File: config.mk
export PLATFORM = sky130hd
export DESIGN_NAME = acc
export DESIGN_NICKNAME = d
export VERILOG_FILES = /design/src/rtl/acc.sv
export SDC_FILE = /design/constraint.sdc
export NUM_CORES = 1
export LEC_CHECK = 0
export BUFFER_PORTS_ARGS = -buffer_cell sky130_fd_sc_hd__buf_2
export CAP_MARGIN = 10
export CORE_MARGIN = 4
export CORE_UTILIZATION = 35
export DETAILED_ROUTE_END_ITERATION = 8
export GPL_ROUTABILITY_DRIVEN = 0
export GPL_TIMING_DRIVEN = 0
export PLACE_DENSITY = 0.65
export SETUP_SLACK_MARGIN = 0.15
export SLEW_MARGIN = 20
export SYNTH_ARGS = -nofsm -noshare
export SYNTH_HDL_FRONTEND = slang
export SYNTH_SLANG_ARGS = --single-unit
File: constraint.sdc
create_clock -name clk -period 1.1 [get_ports clk]
set_input_delay 0.165 -clock clk [delete_from_list [all_inputs] [get_ports clk]]
set_output_delay 0.165 -clock clk [all_outputs]
set_load 0.01 [all_outputs]
File: src/rtl/acc.sv
`default_nettype none
// ============================================================================
//  Module      : acc
//  Description : Accumulator register for the BIP processor datapath.
//                Captures Entrada on a rising clk edge when WrAcc is high,
//                holds its value otherwise, and publishes Zero/Neg status
//                flags derived from the stored value. Clear is asynchronous.
//  Revision    : 1.0 - initial release
// ============================================================================
module acc #(
    parameter int WIDTH = 16
) (
    input  logic             clk,
    input  logic             Clear,
    input  logic [WIDTH-1:0] Entrada,
    input  logic             WrAcc,
    output logic [WIDTH-1:0] Salida,
    output logic             Zero,
    output logic             Neg
);

    // Stored accumulator value; the only state in this block.
    logic [WIDTH-1:0] r_acc;

    // Status flags decoded from the register alone, so they settle together
    // with Salida and never see Entrada directly.
    logic             w_zero;
    logic             w_neg;

    // Accumulator register: Clear wins over any load and acts without a clock
    // edge. Deassertion is expected to be synchronised upstream.
    always_ff @(posedge clk or posedge Clear) begin
        if (Clear) begin
            r_acc <= '0;
        end else if (WrAcc) begin
            r_acc <= Entrada;
        end
    end

    // Flag decode from the registered value.
    always_comb begin
        w_zero = (r_acc == '0);
        w_neg  = r_acc[WIDTH-1];
    end

    assign Salida = r_acc;
    assign Zero   = w_zero;
    assign Neg    = w_neg;

endmodule
`default_nettype wire

; ---- Word level (Yosys, flattened, before mapping)
; Cells that the tools add are included.
[word_totals]
wordCells = 2
inputBits = 19
output_inout_bits = 18
reg_bits = 16
[classes]
reduce_logical = 1
[ops]
columns = op, count
row1 = $logic_not 16->1, 1

; ---- Depth between registers and ports, before layout
[depth]
word_depth = 1
mapped_depth = 3
ltp_nobuf = 2

; ---- Least setup slack after synthesis
; OpenSTA, ideal clock, no wires.
[synth_path]
kind = register to output
from = register r_acc[8], in the netlist Salida[8]
to = output port Zero
setup_slack_ns = 0.032
stages_incl_launch_ff = 3
path_buffers = 0
arrival_time_ns = 0.903
cell_sequence = dfrtp_1 > nor4_1 > and4_1
[synth_via]
elab_chain_cells = 1
[synth_rtl]
columns = item, line
row1 = "start, declared", 23  ; logic [WIDTH-1:0] r_acc;
row2 = "start signal, assigned", 36  ; r_acc <= Entrada;
row3 = $logic_not 16->1, 42  ; w_zero = (r_acc == '0);
row4 = "end, declared", 18  ; output logic Zero,
; No other way between the ends.

; ---- Final worst setup path
[layout_path]
from = register r_acc[5], in the netlist Salida[5]
to = output port Zero
; The elaborated chain is that of the path after synthesis.

==> out/metrics.yaml <==
status:
  status: "complete, but fails checks"
  violations: "setup timing"
worst_setup_path:
  cp_top_family: "simple AND/OR/NAND/NOR gates"
  path_cells: "nor4_2 -> and4_1 -> buf_2"
  cpMaxStageDelayCell: "dfrtp_1"
  critPathLaunchType: "register"
  cp_data_required_time_ps: 940
  path_buf_inv: 1
  worstPathMaxFanout: 3
  reg2reg_slack_ps: 100
  endpoint_kind: "primary output"
  crit_type: "register to primary output"
  max_stage_delay_ps: 420
  cp.arrival_ps: 1330
layout:
  largest_reg_flops: 16
  final_cell_count_no_fill: 112
  drive_gt1_share_pct: 79.31
  nets: 107
  syn_to_final_growth_pct: 49.91
  fillCellCount: 167
  diodes: 0
route:
  wl_um: 1497
  dr.pass1.iters: 3
  route.detailed.drc: 0
  vias: 510
  vias_per_cell: 4.554
  ant_nets: 0
  wire_per_inst_um: 13.37
  drtIter0Drc: 4
timing:
  whs_ps: 99.10
  maxSlewViolCount: 0
  setup_viol_count_final: 4
  tns_ps: -514.0
  min_period_ps: 1491
  slew_headroom_pct: 76.99
  clock_skew_ps: 0
  finalCritPeriodShare_pct: 135.5
  tightest_slew_ps: 344.5
  hold_viol_final: 0
  rsz0062_at_grt: "yes"
  layout_setup_ws_ps: -391.0
  max_freq_mhz: 670.7
clocking:
  cts_tree: "built"
  clkSlewWorstSetupHoldPaths_ps: 100
  clkLatencyLatePin_ps: 290
  cts_max_level: 1
  cts_made_buffers: 3
  cts.sinks: 16
  clockRootBuffer: "clkbuf_4"
  clock_path_buffers: 2
place:
  place_inst: 101
  port_buffers: 35
  pre_cts_slack_ps: -160.1
synth:
  netlist_area_um2: 694.4
  syn_nets: 60
  syn-instance-count: 41
  synth.top_cells.by_area: "dfrtp_1 (58%), mux2_4 (22%), mux2_2 (9.7%), nor4_1 (3.6%), buf_12 (2.9%)"
  yosysSeqAreaShare_pct: 57.66
  synth_top_area_cell: "dfrtp_1"
  synth_enable_flop_cells: 0
  yosysWarnings: 0
  yosysTopAreaCellShare_pct: 57.66
  ys_seq_elements: 16
  synth_cell_types: 9
  ys.flop_type: "dfrtp_1"
  synth-async-reset-ratio_pct: 100.0
  synth.cells.most_frequent: "dfrtp_1 (16), mux2_4 (10), mux2_2 (6)"
  syn_avg_cell_area_um2: 16.94
  synth_most_common_cell: "dfrtp_1"
power_and_ir_drop:
  p_per_area_nw_per_um2: 1354
  leakagePower_uw: 0.0005211
  vdd_drop_max_uv: 836.6
die:
  die_h_um: 52.54
  fp.coreArea_um2: 1802
  die_w_um: 52.54
  die_area_um2: 2760
  start_util_pct: 38.54
  fp-row-count: 15
  ios: 37
global_route:
  grt_use_total_pct: 11.81
  grt_pass1_wl_um: 2352
  grt_pass1_vias: 546
  grt_max_degree: 17
  antenna_found_initial: 0
  grt-ovfl-total: 0
job:
  drv_cap: 0
hold_path:
  min_path_type: "input port to register"
-- cell usage in the layout, fill, tap and decap left out, drive strengths merged --
cell and count:
and4 1, buf 44, clkbuf 4, clkinvlp 1, dfrtp 16, dlygate4sd3 1
mux2 16, nor4 4
-- worst reg2reg max path: cells and delay by family, from the launching register on --
kind                   cells  cell delay, ps
buffers and inverters      2             250
multiplexers               1             250
flip-flops                 1             400
-- what timing repair did --
action,in CTS,in global routing
gates resized for setup,4,5
pin swaps,2,1
setup buffers,1,5
endpoints found under the hold margin,16,0
endpoints found under the setup margin,18,34
hold buffers,1,0
-- metrics by stage --
step,utilization (%),power [uW],area (um2)
after floorplan,-,854.5,694.4
after global placement,50.00,963.9,900.9
after detailed placement,50.00,969.3,900.9
after CTS,54.37,1376,979.7
after global routing,57.78,1474,1041
final,57.78,1409,1041
-- logic make-up (layout without fill, tap and decap cells) --
kind of cell / count (synthesis) / after routing / synth area share [%]
buf+inv: 4 / 50 / 6.126
flops: 16 / 16 / 57.66
mux: 16 / 16 / 31.35
simple gates: 5 / 5 / 4.865
-- power by group --
group          leakage (uW)  total (uW)  internal (uW)  switching, uW
Sequential         0.000187         702            647           54.5
Combinational      0.000313         317            199            118
Clock             0.0000210         390            201            189
-- layer usage --
metal,track usage [%],vias up,wire (um)
li1,-,240,-
met1,14.21,250,598
met2,20.04,18,784
met3,3.419,2,101
met4,3.830,0,12
met5,0,-,0
-- final timing paths --
kind,cells after the start,start,endpoint
worst max-delay path,3,Salida[5],Zero
worst min-delay path,2,Entrada[9],Salida[9]
worst max register to register,3,Salida[4],Salida[4]
worst min register to register,1,Salida[2],Salida[2]
max in group asynchronous,3,Clear,Salida[15]
min in group asynchronous,3,Clear,Salida[7]
-- final cells by class --
type / instances / area (um2) / area share [%]
Buffer: 3 / 38.79 / 3.726
Multi-Input combinational cell: 21 / 276.5 / 26.56
Sequential cell: 16 / 400.4 / 38.46
Clock buffer: 4 / 36.28 / 3.486
Tap cell: 25 / 31.28 / 3.005
Inverter: 1 / 7.507 / 0.7212
Timing Repair Buffer: 42 / 250.2 / 24.04
No activity file was read; power rests on OpenSTA's default activity.
